==> src/rtl/gecko_fetch_align_pkg.sv <==
// Shared types for the fetch-to-decode alignment slice: fetch command,
// aligned instruction and the configuration tags passed to storage.
package gecko_fetch_align_pkg;

  typedef logic [7:0] std_clock_info_t;

  typedef enum logic [1:0] {
    STD_TECHNOLOGY_FPGA_XILINX,
    STD_TECHNOLOGY_FPGA_INTEL,
    STD_TECHNOLOGY_ASIC
  } std_technology_t;

  typedef logic [31:0] gecko_pc_t;
  typedef logic [2:0]  gecko_jump_flag_t;
  typedef logic [1:0]  gecko_prediction_t;
  typedef logic [31:0] riscv32_instruction_t;

  typedef struct packed {
    gecko_pc_t         pc;
    gecko_pc_t         next_pc;
    gecko_jump_flag_t  jump_flag;
    gecko_prediction_t prediction;
  } gecko_instruction_operation_t;

  typedef struct packed {
    gecko_pc_t            pc;
    gecko_pc_t            next_pc;
    gecko_jump_flag_t     jump_flag;
    gecko_prediction_t    prediction;
    riscv32_instruction_t instruction;
  } gecko_aligned_instruction_t;

  function automatic gecko_aligned_instruction_t gecko_align(
    input gecko_instruction_operation_t op,
    input riscv32_instruction_t         instruction
  );
    gecko_aligned_instruction_t result;
    result.pc          = op.pc;
    result.next_pc     = op.next_pc;
    result.jump_flag   = op.jump_flag;
    result.prediction  = op.prediction;
    result.instruction = instruction;
    return result;
  endfunction

endpackage

==> src/rtl/gecko_fetch_align_if.sv <==
// Stream and memory-response interfaces. Handshake rule for both: a transfer
// happens on a rising clk edge where valid && ready; the source keeps payload
// stable while valid && !ready, and ready never depends on the source's valid.
interface stream_intf #(
  parameter type T = logic
);
  logic valid;
  logic ready;
  T     payload;

  modport out    (output valid, output payload, input ready);
  modport in     (input valid, input payload, output ready);
  modport master (output valid, output payload, input ready);
  modport slave  (input valid, input payload, output ready);
endinterface

interface mem_intf #(
  parameter int DATA_WIDTH = 32,
  parameter int ADDR_WIDTH = 32
);
  logic                  valid;
  logic                  ready;
  logic [ADDR_WIDTH-1:0] addr;
  logic [DATA_WIDTH-1:0] data;

  modport out    (output valid, output addr, output data, input ready);
  modport in     (input valid, input addr, input data, output ready);
  modport master (output valid, output addr, output data, input ready);
  modport slave  (input valid, input addr, input data, output ready);
endinterface

==> src/rtl/gecko_fetch_align_stream_fifo.sv <==
// Generic first-word-fall-through FIFO; a write becomes visible at the head
// one cycle later, and push is ignored while full (no same-cycle bypass).
module stream_fifo
  import gecko_fetch_align_pkg::*;
#(
  parameter type             T          = logic [31:0],
  parameter int              DEPTH      = 4,
  parameter std_clock_info_t CLOCK_INFO = 'b0,
  parameter std_technology_t TECHNOLOGY = STD_TECHNOLOGY_FPGA_XILINX
) (
  input  logic clk,
  input  logic rst,
  input  logic push,
  input  T     push_data,
  output logic full,
  input  logic pop,
  output T     pop_data,
  output logic empty
);

  localparam int AW = $clog2(DEPTH);
  localparam logic [AW:0] PTR_ONE = 1;

  T            storage [DEPTH];
  logic [AW:0] wr_ptr;
  logic [AW:0] rd_ptr;
  logic        unused_config;

  // Storage is plain registers for every technology; the tags only travel along.
  assign unused_config = ^{CLOCK_INFO, TECHNOLOGY};

  assign empty    = (wr_ptr == rd_ptr);
  assign full     = (wr_ptr[AW] != rd_ptr[AW]) && (wr_ptr[AW-1:0] == rd_ptr[AW-1:0]);
  assign pop_data = storage[rd_ptr[AW-1:0]];

  always_ff @(posedge clk) begin
    if (!rst) begin
      wr_ptr <= '0;
      rd_ptr <= '0;
    end else begin
      if (push && !full) begin
        wr_ptr <= wr_ptr + PTR_ONE;
      end
      if (pop && !empty) begin
        rd_ptr <= rd_ptr + PTR_ONE;
      end
    end
  end

  always_ff @(posedge clk) begin
    if (push && !full) begin
      storage[wr_ptr[AW-1:0]] <= push_data;
    end
  end

endmodule

==> src/rtl/gecko_fetch_align.sv <==
// Pairs fetch commands with in-order instruction words, drops pairs fetched
// under a stale jump flag and presents valid-only instructions to decode.
module gecko_fetch_align
  import gecko_fetch_align_pkg::*;
#(
  parameter std_clock_info_t CLOCK_INFO       = 'b0,
  parameter std_technology_t TECHNOLOGY       = STD_TECHNOLOGY_FPGA_XILINX,
  parameter int              DEPTH            = 4,
  parameter int              DROP_COUNT_WIDTH = 16
) (
  input  logic                        clk,
  input  logic                        rst,
  stream_intf.in                      instruction_command,
  mem_intf.in                         instruction_result,
  input  logic                        jump_flag_update_valid,
  input  gecko_jump_flag_t            jump_flag_update_value,
  stream_intf.out                     aligned_instruction,
  output logic [DROP_COUNT_WIDTH-1:0] drop_count
);

  localparam logic [DROP_COUNT_WIDTH-1:0] COUNT_ONE = 1;

  gecko_instruction_operation_t c_head;
  logic [31:0]                  r_head;
  logic                         c_full;
  logic                         c_empty;
  logic                         r_full;
  logic                         r_empty;
  logic                         c_push;
  logic                         r_push;
  logic                         pair_ready;
  logic                         head_stale;
  logic                         pair_pop;
  gecko_jump_flag_t             expected_flag;
  gecko_jump_flag_t             effective_flag;
  logic                         unused_addr;

  assign unused_addr = ^instruction_result.addr;

  assign instruction_command.ready = rst && !c_full;
  assign instruction_result.ready  = rst && !r_full;
  assign c_push = instruction_command.valid && instruction_command.ready;
  assign r_push = instruction_result.valid && instruction_result.ready;

  stream_fifo #(
    .T          (gecko_instruction_operation_t),
    .DEPTH      (DEPTH),
    .CLOCK_INFO (CLOCK_INFO),
    .TECHNOLOGY (TECHNOLOGY)
  ) command_fifo (
    .clk       (clk),
    .rst       (rst),
    .push      (c_push),
    .push_data (instruction_command.payload),
    .full      (c_full),
    .pop       (pair_pop),
    .pop_data  (c_head),
    .empty     (c_empty)
  );

  stream_fifo #(
    .T          (logic [31:0]),
    .DEPTH      (DEPTH),
    .CLOCK_INFO (CLOCK_INFO),
    .TECHNOLOGY (TECHNOLOGY)
  ) result_fifo (
    .clk       (clk),
    .rst       (rst),
    .push      (r_push),
    .push_data (instruction_result.data),
    .full      (r_full),
    .pop       (pair_pop),
    .pop_data  (r_head),
    .empty     (r_empty)
  );

  // A redirect committed this cycle already counts, so a stale head is never offered.
  assign effective_flag = jump_flag_update_valid ? jump_flag_update_value : expected_flag;

  assign pair_ready = rst && !c_empty && !r_empty;
  assign head_stale = pair_ready && (c_head.jump_flag != effective_flag);

  assign aligned_instruction.valid   = pair_ready && !head_stale;
  assign aligned_instruction.payload = gecko_align(c_head, r_head);

  // Both FIFOs always pop together so they stay in lock-step.
  assign pair_pop = head_stale || (aligned_instruction.valid && aligned_instruction.ready);

  always_ff @(posedge clk) begin
    if (!rst) begin
      expected_flag <= '0;
      drop_count    <= '0;
    end else begin
      expected_flag <= effective_flag;
      if (head_stale && (drop_count != '1)) begin
        drop_count <= drop_count + COUNT_ONE;
      end
    end
  end

  response_without_command: assert property (
    @(posedge clk) disable iff (!rst) !(c_empty && !r_empty)
  );

endmodule

==> src/flat_wrapper.sv <==
// flat-port wrapper written by rule: the top's interface ports become plain ports
module gecko_fetch_align_flat import gecko_fetch_align_pkg::*;
#(
  parameter std_clock_info_t CLOCK_INFO       = 'b0,
  parameter std_technology_t TECHNOLOGY       = STD_TECHNOLOGY_FPGA_XILINX,
  parameter int              DEPTH            = 4,
  parameter int              DROP_COUNT_WIDTH = 16
)
  (clk, rst, jump_flag_update_valid, jump_flag_update_value, drop_count, instruction_command_valid, instruction_command_payload, instruction_command_ready, instruction_result_valid, instruction_result_addr, instruction_result_data, instruction_result_ready, aligned_instruction_valid, aligned_instruction_payload, aligned_instruction_ready);
  stream_intf #(.T(gecko_instruction_operation_t)) instruction_command_i ();
  mem_intf #(.DATA_WIDTH(32), .ADDR_WIDTH(32)) instruction_result_i ();
  stream_intf #(.T(gecko_aligned_instruction_t)) aligned_instruction_i ();
  input  logic clk;
  input  logic rst;
  input  logic jump_flag_update_valid;
  input  gecko_jump_flag_t jump_flag_update_value;
  output logic [DROP_COUNT_WIDTH-1:0] drop_count;
  input wire logic [$bits(instruction_command_i.valid)-1:0] instruction_command_valid;
  input wire logic [$bits(instruction_command_i.payload)-1:0] instruction_command_payload;
  output wire logic [$bits(instruction_command_i.ready)-1:0] instruction_command_ready;
  input wire logic [$bits(instruction_result_i.valid)-1:0] instruction_result_valid;
  input wire logic [$bits(instruction_result_i.addr)-1:0] instruction_result_addr;
  input wire logic [$bits(instruction_result_i.data)-1:0] instruction_result_data;
  output wire logic [$bits(instruction_result_i.ready)-1:0] instruction_result_ready;
  output wire logic [$bits(aligned_instruction_i.valid)-1:0] aligned_instruction_valid;
  output wire logic [$bits(aligned_instruction_i.payload)-1:0] aligned_instruction_payload;
  input wire logic [$bits(aligned_instruction_i.ready)-1:0] aligned_instruction_ready;
  assign instruction_command_i.valid = instruction_command_valid;
  assign instruction_command_i.payload = instruction_command_payload;
  assign instruction_command_ready = instruction_command_i.ready;
  assign instruction_result_i.valid = instruction_result_valid;
  assign instruction_result_i.addr = instruction_result_addr;
  assign instruction_result_i.data = instruction_result_data;
  assign instruction_result_ready = instruction_result_i.ready;
  assign aligned_instruction_valid = aligned_instruction_i.valid;
  assign aligned_instruction_payload = aligned_instruction_i.payload;
  assign aligned_instruction_i.ready = aligned_instruction_ready;
  gecko_fetch_align #(.CLOCK_INFO(CLOCK_INFO), .TECHNOLOGY(TECHNOLOGY), .DEPTH(DEPTH), .DROP_COUNT_WIDTH(DROP_COUNT_WIDTH)) u_core (.clk(clk), .rst(rst), .instruction_command(instruction_command_i), .instruction_result(instruction_result_i), .jump_flag_update_valid(jump_flag_update_valid), .jump_flag_update_value(jump_flag_update_value), .aligned_instruction(aligned_instruction_i), .drop_count(drop_count));
endmodule
==> config.mk <==
export PLATFORM = sky130hd
export DESIGN_NAME = gecko_fetch_align_flat
export DESIGN_NICKNAME = d
export VERILOG_FILES = /design/src/rtl/gecko_fetch_align_pkg.sv /design/src/rtl/gecko_fetch_align_if.sv /design/src/rtl/gecko_fetch_align_stream_fifo.sv /design/src/rtl/gecko_fetch_align.sv /design/src/flat_wrapper.sv
export SDC_FILE = /design/constraint.sdc
export NUM_CORES = 1
export LEC_CHECK = 0
export CAP_MARGIN = 20
export CORE_ASPECT_RATIO = 1.75
export CORE_MARGIN = 5
export CORE_UTILIZATION = 30
export DETAILED_ROUTE_END_ITERATION = 7
export PLACE_DENSITY = 0.6
export SYNTH_ARGS = -nofsm -noshare
export SYNTH_HDL_FRONTEND = slang
export SYNTH_SLANG_ARGS = --single-unit
==> constraint.sdc <==
create_clock -name clk -period 9.7 [get_ports clk]
set_input_delay 1.455 -clock clk [delete_from_list [all_inputs] [get_ports clk]]
set_output_delay 1.455 -clock clk [all_outputs]
set_load 0.005 [all_outputs]
# --- Word level (Yosys, flattened, before mapping) ---
# Memory sizes are Yosys's and may differ from the RTL's. A register that Yosys moved wholly into a read port is not among the register bits.
# Index checks and enable logic that the tools add are counted.
word_totals:
  inputBits: 142
  regBits: 31
  output_inout_bits: 120
  mem_count: 2
  mem_bits_rw: 404
mem_list:
  columns: ["name", "words", "width", "read_ports", "rd_ports_with_merged_regs", "wr", "line", "rtl"]
  rows:
  - ["u_core.command_fifo.storage", 4, 69, 1, 1, 1, "gecko_fetch_align_stream_fifo.sv:24", "T storage [DEPTH];"]
  - ["u_core.result_fifo.storage", 4, 32, 1, 1, 1, "gecko_fetch_align_stream_fifo.sv:24", null]
classes:
  eq_ne: 8
  addsub: 5
  n_reduce_logical: 22
  mux: 9
op_table:
  columns: ["operator", "count"]
  rows:
  - ["$add 16x1->16 const B", 1]
  - ["$logic_and 1x1->1", 16]
  - ["$ne 16x16->1 const B", 1]
  - ["$add 3x1->3 const B", 4]
  - ["$mux 2", 4]
  - ["$eq 3x3->1", 2]
  - ["$logic_not 1->1", 5]
  - ["$eq 2x2->1", 2]
  - ["$mux 1", 4]
  - ["$mux 3", 1]
  - ["$ne 3x3->1", 1]
  - ["$ne 1x1->1", 2]
  - ["$logic_or 1x1->1", 1]

# --- Longest topological paths before layout ---
# Gate-level depths: netlist of run 1.
depth:
  word_depth: 12
  depth_mapped: 7

# --- By module ---
# Synthesis of run 1 repeated with hierarchy kept, for this count alone.
unflattened:
  hier_cells: 782
  area_unflattened_um2: 16671.0
by_module_without_submodules:
  columns: ["module", "instances", "cells_each", "area_per_inst_um2"]
  rows:
  - ["stream_fifo (u_core.command_fifo)", 1, 429, 10502.6]
  - ["stream_fifo (u_core.result_fifo)", 1, 235, 5170.0]
  - ["gecko_fetch_align", 1, 118, 998.5]

# --- Worst setup path after synthesis of run 1 ---
# No wires, ideal clock.
synth_timing:
  path_kind: "input to register"
  start: "in rst"
  end: "mem u_core.command_fifo.storage[3][0] (netlist name), enable pin"
  arrival_ns: 3.916
  t_required_ns: 9.263
  path_slack_ns: 5.347
  cell_stages: 4
  path_cell_list: "clkbuf_1 inv_1 a31oi_1 and3_1"
synth_between:
  elab_chain_cells: 5
synth_rtl:
  columns: ["element", "line", "rtl"]
  rows:
  - ["start, declared", "flat_wrapper.sv:14", "input logic rst;"]
  - ["$logic_and 1x1->1", "gecko_fetch_align.sv:40", "assign instruction_command.ready = rst && !c_full;"]
  - ["named net instruction_command_ready", "flat_wrapper.sv:20", "output wire logic [$bits(instruction_command_i.ready)-1:0] instruction_command_ready;"]
  - ["$logic_and 1x1->1", "gecko_fetch_align.sv:42", "assign c_push = instruction_command.valid && instruction_command.ready;"]
  - ["$logic_and 1x1->1", "gecko_fetch_align_stream_fifo.sv:51", "if (push && !full) begin"]
  - ["$mux 1", "gecko_fetch_align_stream_fifo.sv:51", null]
  - ["$mux 1 (implied by the code)", "gecko_fetch_align_stream_fifo.sv:52", "storage[wr_ptr[AW-1:0]] <= push_data;"]
  - ["end, declared", "gecko_fetch_align_stream_fifo.sv:24", null]
# The timed path passes the listed nets, and every way through them passes these cells.

# --- Final worst setup path of run 1 ---
layout_timing:
  start: "in jump_flag_update_valid"
  end: "out aligned_instruction_valid"
layout_between:
  elab_chain_cells: 5
layout_rtl:
  columns: ["element", "line", "rtl"]
  rows:
  - ["start, declared", "flat_wrapper.sv:15", "input logic jump_flag_update_valid;"]
  - ["$mux 3", "gecko_fetch_align.sv:78", "assign effective_flag = jump_flag_update_valid ? jump_flag_update_value : expected_flag;"]
  - ["$ne 3x3->1", "gecko_fetch_align.sv:81", "assign head_stale = pair_ready && (c_head.jump_flag != effective_flag);"]
  - ["$logic_and 1x1->1", "gecko_fetch_align.sv:81", null]
  - ["$logic_not 1->1", "gecko_fetch_align.sv:83", "assign aligned_instruction.valid = pair_ready && !head_stale;"]
  - ["$logic_and 1x1->1", "gecko_fetch_align.sv:83", null]
  - ["end, declared", "flat_wrapper.sv:25", "output wire logic [$bits(aligned_instruction_i.valid)-1:0] aligned_instruction_valid;"]
# Every way passes these cells.

==> metrics, run 1 <==
post-synthesis sequential area ratio 0.7847; Setup violations, final 0; Max-slew headroom 0.3926; # fillers between 4000 and 5000; remaining antenna violation count 0; IO Port Bufs between 200 and 250; synth warn 0; Cell Area, Synth about 0.016 mm^2; leak pwr approximately 6.6 nW; status complete, no violations; peak supply drop a little over 200 uV; crit end category output pin; Worst-Margin Slew 0.9111 ns; Area contributors post-synth edfxtp_1, mux4_2, dfxtp_1; Die H about 320 um; fin crit share 0.5475; H-tree depth 2; Reg area roughly 0.013 mm^2; skew final between 0.01 and 0.015 ns; global-route wire length before repair 52350 um; Die Width between 150 and 200 um; Fin. Hold Viols 0; critical path required time just over 8 ns; Max clock buf depth 3; fin. max-slew vios 0; DR vias ~8000; Clk pin slew, worst setup/hold paths approximately 0.06 ns; post-DR wirelength/cell a little over 20 um; kind of critical path in2out; DRC errors left 0; initial antenna violation count 7; post-route minimum period approximately 5.3 ns; die area 0.05946 mm^2; I/O Pins 262; Hold Startpoint u_core.command_fifo.rd_ptr[2]$_SDFFE_PN0P_; clk sinks ~440; CTS tree done; root buffer cell clkbuf_16; area occupied by multi-input gates approximately 0.0034 mm^2; Site Rows between 100 and 150; vias in the first global route approximately 8600; critical path launch point type primary input; fraction of registers with async set/reset 0; effective utilization at floorplan 0.3020; Routed WL approximately 34000 um; hold_buf cts 0; Setup crit start jump_flag_update_valid; gr usage total 0.1123; DRT iter0 DRCs approximately 340; Arrival @ worst endpoint 3.86 ns; maximum clock rate 188.3 MHz; largest area contributor in the netlist edfxtp_1; Fin Setup TNS 0 ns; overall power around 4.2 mW; RSZ-0062 raised after global routing no; pwr/cell area approximately 200 mW/mm^2; Clock Latency Late Sink approximately 0.54 ns; max cap viols 0; total CTS buffers 41; ratio of cells with drive above 1 in the final layout 0.1850; Via density about 4.6; most common cell in the netlist edfxtp_1; Setup Buffers After CTS 0; syn nets a little under 900; Remaining Overflow, GRT 0; Post-synth EDFFs a little over 400; core area ~0.054 mm^2; HPWL after DPL between 20000 and 25000 um; Placer Congestion roughly 0.73; area growth from synthesis to layout 27.23%; nets roughly 1100; pin count of the biggest net entering global routing 47; #FFs+latches synth roughly 440; Yosys cell types 34; cell count after synthesis approximately 730; Syn Area/Cell 22.28 um^2; ys flop type edfxtp_1; min-delay worst type reg2reg; Yosys top cell area share 0.7419; top cells by count, synth edfxtp_1, mux4_2, dfxtp_1; CTS resizes 0; TritonRoute pass-1 iters 4; crit path max fanout 18
routing by layer:
layer / up-vias / track usage / share of wire
li1: 3563 / - / -
met4: 10 / 0.03435 / 0.024
met5: - / 0 / 0.0017
met3: 58 / 0.04498 / 0.086
met1: 4013 / 0.1291 / 0.38
met2: 236 / 0.1931 / 0.50
worst paths after layout:
check	slack, ns	cells past startpoint	end
setup / recovery	4.39	6	aligned_instruction_valid
hold / removal	0.49	1	u_core.command_fifo.rd_ptr[2]$_SDFFE_PN0P_
setup reg to reg	6.73	5	register
hold reg to reg	0.49	1	u_core.command_fifo.rd_ptr[2]$_SDFFE_PN0P_
metrics by stage:
stage	area, um^2	setup WS, ns	hold WS (ns)	instances	utilization
after floorplan	16350	5.347	0.4485	734	-
after global placement	19460	3.789	0.4584	1630	0.3595
after detailed placement	19460	3.694	0.4777	1630	0.3595
after CTS	20770	3.688	0.4870	1705	0.3836
after global routing	20800	4.270	0.5123	1706	0.3841
final	20810	4.389	0.4857	1709	0.3842
layout make-up:
cell class	instances	share of cell area
flip-flops and latches	439	0.6172
multi-input cells	254	0.1621
repair buffers	237	0.1140
clock buffers	46	0.05021
well taps	690	0.04149
clock inverters	29	0.01257
inverters	11	0.001984
diodes	3	0.0003608
registers in the layout, indices dropped and copies added (netlist names), named ones only:
name,cells
u_core.result_fifo.rd_ptr,3
u_core.command_fifo.storage,276
u_core.result_fifo.wr_ptr,3
u_core.result_fifo.storage,128
u_core.expected_flag,3
u_core.drop_count,16
u_core.command_fifo.rd_ptr,3
u_core.command_fifo.wr_ptr,3
critical path: stages:
cell and delay, ns:
clkdlybuf4s50_1 0.56, mux2i_1 0.31, xor2_1 0.25, nand3_2 0.39, nor2_1 0.33, clkdlybuf4s50_1 0.55
where the power goes:
part / total (mW) / switching (mW) / internal, mW
registers: 2.16 / 0.0361 / 2.12
clock network: 1.57 / 0.703 / 0.869
logic: 0.483 / 0.191 / 0.292
cell usage in the layout, fill, tap and decap left out, types with 2 or more instances in the layout:
master           count
xor2_1               5
clkinv_2             4
nor2_1               9
inv_1               11
and3_1               5
and3_4               5
nor4_1               2
a31o_2               2
and3_2               4
mux4_2             101
clkbuf_16           41
nor3_1               5
nand2b_1             4
nand4_1             10
clkinvlp_4           5
nand3b_1             2
nand2_1             28
a31oi_1              2
o2111ai_1            2
clkdlybuf4s50_1    229
diode_2              3
xnor2_1              8
a21oi_1              3
inv_6                4
clkbuf_1             5
dfxtp_2              2
edfxtp_1           404
clkinv_4             3
nand3_1             12
inv_8                2
dfxtp_4              2
and4_1               2
bufinv_16            3
a211oi_1             2
clkinv_1             8
buf_4                7
dfxtp_1             31
mux2i_1             24
ha_1                11
kinds of logic (layout without fill, tap and decap cells):
| group | Yosys count | in the layout | share of synthesized area |
|---|---|---|---|
| xor+xnor | 13 | 13 | 0.006963 |
| buf+inv | 41 | 323 | 0.01056 |
| mux | 125 | 125 | 0.1538 |
| flops | 439 | 439 | 0.7847 |
| compound gates | 16 | 16 | 0.007498 |
| fa+ha+maj | 11 | 11 | 0.008416 |
| other cells | 0 | 3 | 0 |
| simple gates | 89 | 89 | 0.02808 |
Power figures use the tool's default switching activity.
==> run 2: changes to the inputs <==
--- a/config.mk
+++ b/config.mk
@@ -10,7 +10,7 @@
 export CORE_MARGIN = 5
 export CORE_UTILIZATION = 30
 export DETAILED_ROUTE_END_ITERATION = 7
-export PLACE_DENSITY = 0.6
+export PLACE_DENSITY = 0.62
 export SYNTH_ARGS = -nofsm -noshare
 export SYNTH_HDL_FRONTEND = slang
 export SYNTH_SLANG_ARGS = --single-unit
==> constraint.sdc (replaced) <==
create_clock -name clk -period 4.7 [get_ports clk]
set_input_delay 0.705 -clock clk [delete_from_list [all_inputs] [get_ports clk]]
set_output_delay 0.705 -clock clk [all_outputs]
set_load 0.005 [all_outputs]
==> metrics, run 2 (synthesized netlist as in run 1, its figures left out) <==
placed instance count 1636 (+0.37%); area growth from synthesis to layout 28.03%; global-route wire length before repair 53450 um (+2.1%); skew final 0.01550 ns (+0.003676 ns); final worst slack 0.9993 ns (-3.390 ns); Worst-Margin Slew 0.8857 ns (-0.02543 ns); hold_buf cts 0 (unchanged); root buffer cell clkbuf_16; peak supply drop 355.0 uV (+76%); commonest non-fill, non-tap cell in the layout edfxtp_1; I/O Pins 262 (unchanged); Max-slew headroom 0.4095 (+0.01695); area occupied by multi-input gates 0.003369 mm^2 (-0.11%); max layer used met5; H-tree depth 2 (unchanged); post-DR wirelength/cell 20.32 um (+0.79%); Setup crit start rst; Routed WL 34810 um (+1.0%); Reg area 0.01284 mm^2 (about the same); Hold Startpoint u_core.result_fifo.rd_ptr[2]$_SDFFE_PN0P_; Die H 318.9 um (unchanged); Die Width 186.5 um (unchanged); gr usage total 0.1142 (+0.001865); Arrival @ worst endpoint 3.00 ns (-0.86 ns); leak pwr 6.634 nW (+0.98%); Placer Congestion 0.7126 (-1.8%); # fillers 4916 (-0.41%); reg-to-reg slack, setup 2.16 ns (-4.57 ns); DRT iter0 DRCs 296 (-12%); remaining antenna violation count 0 (unchanged); core area 0.05415 mm^2 (unchanged); Site Rows 113 (unchanged); crit path max fanout 28 (+10); ratio of cells with drive above 1 in the final layout 0.1812 (-0.003844); critical path launch point type primary input; effective utilization at floorplan 0.3020 (unchanged); Setup violations, final 0 (unchanged); DRC errors left 0 (unchanged); vias in the first global route 8643 (+0.98%); length of routed wiring on met1 13090 um (-0.79%); maximum clock rate between 200 and 300 MHz; fin. max-slew vios 0 (unchanged); min-delay worst type reg2reg; fin cells 1713 (+0.23%); Fin Setup TNS 0 ns (unchanged); nets 1142 (+0.44%); post-route minimum period between 3 and 4 ns; Fin. Hold Viols 0 (unchanged); pwr/cell area 421.4 mW/mm^2 (+110%); Clock Latency Late Sink 0.54 ns (about the same); Routed met2 length 17950 um (+3.2%); fin crit share 0.7874; RSZ-0062 raised after global routing no; dpl ws 0.8805 ns (-2.814 ns); DR vias 7960 (+1.0%); initial antenna violation count 4 (-3); total CTS buffers 41 (unchanged); max reg flops 276 (unchanged); kind of critical path in2out; Clk pin slew, worst setup/hold paths 0.07 ns (about the same); critical path required time 3.99 ns (-4.26 ns); Via density 4.647 (+0.78%); Worst R2R Start u_core.command_fifo.wr_ptr[1]$_SDFFE_PN0P_; clk sinks 439 (unchanged); CTS tree done; status complete, no violations; pin count of the biggest net entering global routing 67 (+43%); metal3 WL 3000 um (+1.1%); CTS resizes 0 (unchanged); HPWL after DPL 21960 um (+2.5%); Max clock buf depth 3 (unchanged); die area 0.05946 mm^2 (unchanged); Remaining Overflow, GRT 0 (unchanged); max cap viols 0 (unchanged); IO Port Bufs 229 (unchanged); Setup Buffers After CTS 0 (unchanged); Fin Hold WS 0.4944 ns (+0.008702 ns); TritonRoute pass-1 iters 6 (+2); final core occ 0.3867 (+0.002426); commonest cells after routing, fill and taps aside edfxtp_1, clkdlybuf4s50_1, mux4_2; crit end category output pin
## run 2: changes by cell type in the layout (fill, tap and decap cells not counted), moves of 2 or more
cell / change
buf_12: +5
and3_1: +3
and3_2: -3
bufinv_16: +2
clkbuf_1: +2
clkbuf_16: +2
clkinv_1: +2
clkinv_4: -2
clkinvlp_4: -2
inv_6: -2
## run 2: final cells by class
type                       instances  area share
sequential                       439      0.6133
timing repair buffer             242      0.1171
multi-input combinational        254      0.1609
clock buffer                      50     0.05265
tap                              690     0.04123
clock inverter                    25     0.01255
antenna                            2   0.0002390
inverter                          11    0.001972
## run 2: critical path, stage by stage
cell and delay (ns):
clkdlybuf4s50_1 0.46, buf_4 0.29, inv_1 0.29, a31oi_1 0.55, clkdlybuf4s50_1 0.69
## run 2: through the flow
stage / total power, mW / area, um^2
floorplan: 5.002 / 16350
global placement: 5.563 / 19570
detailed placement: 5.576 / 19570
CTS: 8.972 / 20930
global route: 9.181 / 20930
finish: 8.823 / 20940
## run 2: layer usage
layer	vias up	GRT usage
met5	-	0
met4	4	0.03128
met3	41	0.04388
met2	251	0.2011
met1	4111	0.1297
li1	3553	-
## run 2: path summary, 6_finish.rpt
check | endpoint | cells past startpoint
min | u_core.result_fifo.rd_ptr[2]$_SDFFE_PN0P_ | 1
max reg2reg | u_core.command_fifo.storage[0][50]$_DFFE_PP_ | 4
max | instruction_command_ready | 5
min reg2reg | u_core.result_fifo.rd_ptr[2]$_SDFFE_PN0P_ | 1
## run 2: power breakdown
group	internal [mW]	total, mW	switching, mW
combinational	0.612	1.03	0.422
clock	1.96	3.36	1.41
sequential	4.38	4.43	0.0495
total	6.94	8.82	1.88
==> run 3: changes to the inputs <==
==> constraint.sdc (replaced) <==
create_clock -name clk -period 3.01 [get_ports clk]
set_input_delay 0.4515 -clock clk [delete_from_list [all_inputs] [get_ports clk]]
set_output_delay 0.4515 -clock clk [all_outputs]
set_load 0.005 [all_outputs]
==> metrics, run 3 (synthesized netlist as in run 1, its figures left out) <==
IO Port Bufs 229 (unchanged); DR vias 8117 (+2.0%); DRT iter0 DRCs 276 (-6.8%); Clk pin slew, worst setup/hold paths 0.06 ns (about the same); RSZ-0062 raised after global routing no; min-delay worst type reg2reg; I/O Pins 262 (unchanged); fin crit share 0.9343; CP cell instances buf_12, clkbuf_16, mux4_2, clkdlybuf4s50_1; placed instance count 1654 (+1.1%); fin. max-slew vios 0 (unchanged); status complete, no violations; total CTS buffers 41 (unchanged); Die Width 186.5 um (unchanged); slowest CP cell mux4_2; Critical Path Max Stage Delay 0.54 ns (-0.15 ns); Hold Startpoint u_core.result_fifo.rd_ptr[2]$_SDFFE_PN0P_; root buffer cell clkbuf_16; max reg flops 276 (unchanged); TritonRoute pass-1 iters 4 (-2); Max-slew headroom 0.5830 (+0.1735); remaining antenna violation count 0 (unchanged); crit path max fanout 20 (-29%); fin cells 1736 (+1.3%); H-tree depth 2 (unchanged); nets 1165 (+2.0%); Site Rows 113 (unchanged); pin count of the biggest net entering global routing 42 (-37%); ratio of cells with drive above 1 in the final layout 0.2086 (+0.02742); overall power 14.07 mW (+60%); effective utilization at floorplan 0.3020 (unchanged); gr usage total 0.1175 (+0.003294); Routed WL 36280 um (+4.2%); Die H 318.9 um (unchanged); post-DR wirelength/cell 20.90 um (+2.8%); Reg2Reg Depth 7 (+3); DRC errors left 0 (unchanged); Fin Hold WS 0.4896 ns (-0.004820 ns); die area 0.05946 mm^2 (unchanged); Placer Congestion 0.7342 (+3.0%); Max clock buf depth 3 (unchanged); commonest non-fill, non-tap cell in the layout edfxtp_1; Hold Path Depth 1 (unchanged); Via density 4.676 (+0.62%); skew final 0.01657 ns (+0.001073 ns); Clock Latency Late Sink 0.55 ns (about the same); critical path launch point type register; global-route wire length before repair 54190 um (+1.4%); HPWL after DPL 23980 um (+9.2%); CTS tree done; crit end category output pin; area growth from synthesis to layout 30.77%; Fin. Hold Viols 0 (unchanged); Worst-Margin Slew 0.6255 ns (-0.2602 ns); post-route minimum period 2.812 ns; critical path required time 2.56 ns (-1.43 ns); kind of critical path reg2out; max cap viols 0 (unchanged); vias in the first global route 8625 (-0.21%); reg-to-reg slack, setup 0.62 ns (-1.54 ns); Setup violations, final 0 (unchanged); commonest cells after routing, fill and taps aside edfxtp_1, clkdlybuf4s50_1, mux4_2; Arrival @ worst endpoint 2.36 ns (-0.64 ns); pwr/cell area 658.1 mW/mm^2 (+56%); leak pwr 6.846 nW (+3.2%); Worst Hold Endpoint u_core.result_fifo.rd_ptr[2]$_SDFFE_PN0P_; core area 0.05415 mm^2 (unchanged); maximum clock rate around 360 MHz; initial antenna violation count 4 (unchanged); clk sinks 439 (unchanged); Fin Setup TNS 0 ns (unchanged); peak supply drop 518.5 uV (+46%); Remaining Overflow, GRT 0 (unchanged)
==> run 3: changes by cell type in the layout (fill, tap and decap cells not counted), moves of 2 or more <==
cell	change
buf_4	+9
clkinvlp_4	-2
xor2_1	-3
and3_2	+3
clkinv_16	+2
and3_1	-3
clkinv_1	-3
clkinv_4	+2
clkbuf_8	+4
xor2_2	+3
buf_12	+10
==> run 3: worst max-delay path by stage <==
stage | end | cells past startpoint
2_1_floorplan | u_core.command_fifo.storage[3][0]$_DFFE_PP_ | 4
3_3_place_gp | aligned_instruction_valid | 6
3_5_place_dp | aligned_instruction_valid | 6
4_1_cts | aligned_instruction_payload[94] | 3
5_1_grt | aligned_instruction_payload[14] | 3
6_report | aligned_instruction_payload[84] | 4
==> run 3: what timing repair did <==
item	4_1_cts	5_1_grt
setup buffers	3	1
hold buffers	0	0
gates cloned	0	1
resized for setup	6	2
hold endpoints to repair	0	0
endpoints found under the setup margin	2	14
pin swaps	3	0
==> run 3: through the flow <==
stage                     cell area [um^2]    util  setup slack [ns]
after detailed placement             19830  0.3662            0.2076
final                                21380  0.3949            0.1976
after global placement               19830  0.3662            0.1960
after CTS                            21330  0.3938           0.01375
after floorplan                      16360       -            0.4385
after global routing                 21380  0.3949           0.07367
==> run 3: final cells by class <==
cell class / count / area [um^2]
multi-input cells: 254 / 3396
clock buffers: 52 / 1107
repair buffers: 265 / 2798
fillers: 4868 / 32770
inverters: 11 / 41.29
clock inverters: 24 / 335.3
diodes: 1 / 2.502
well taps: 690 / 863.3
flip-flops and latches: 439 / 12840
==> run 3: worst max-delay path, delay by kind of cell, from the launching register on <==
kind                   cells  cell delay (ns)
buffers and inverters      3             0.87
flip-flops                 1             0.40
multiplexers               1             0.54
==> run 3: report_power, final <==
part	leakage (nW)	switching, mW	internal, mW	total [mW]
clock network	0.696	2.25	3.17	5.41
logic	2.19	0.712	1.04	1.75
registers	3.96	0.0736	6.83	6.91
total	6.85	3.03	11.0	14.1
==> run 3: metal layers <==
metal  vias to the layer above  part of all wire  GRT usage
met4                         6             0.025    0.03484
met2                       248              0.51     0.2023
met5                         -           0.00091          0
met1                      4208              0.39     0.1404
met3                        54             0.074    0.03929
li1                       3601                 -          -
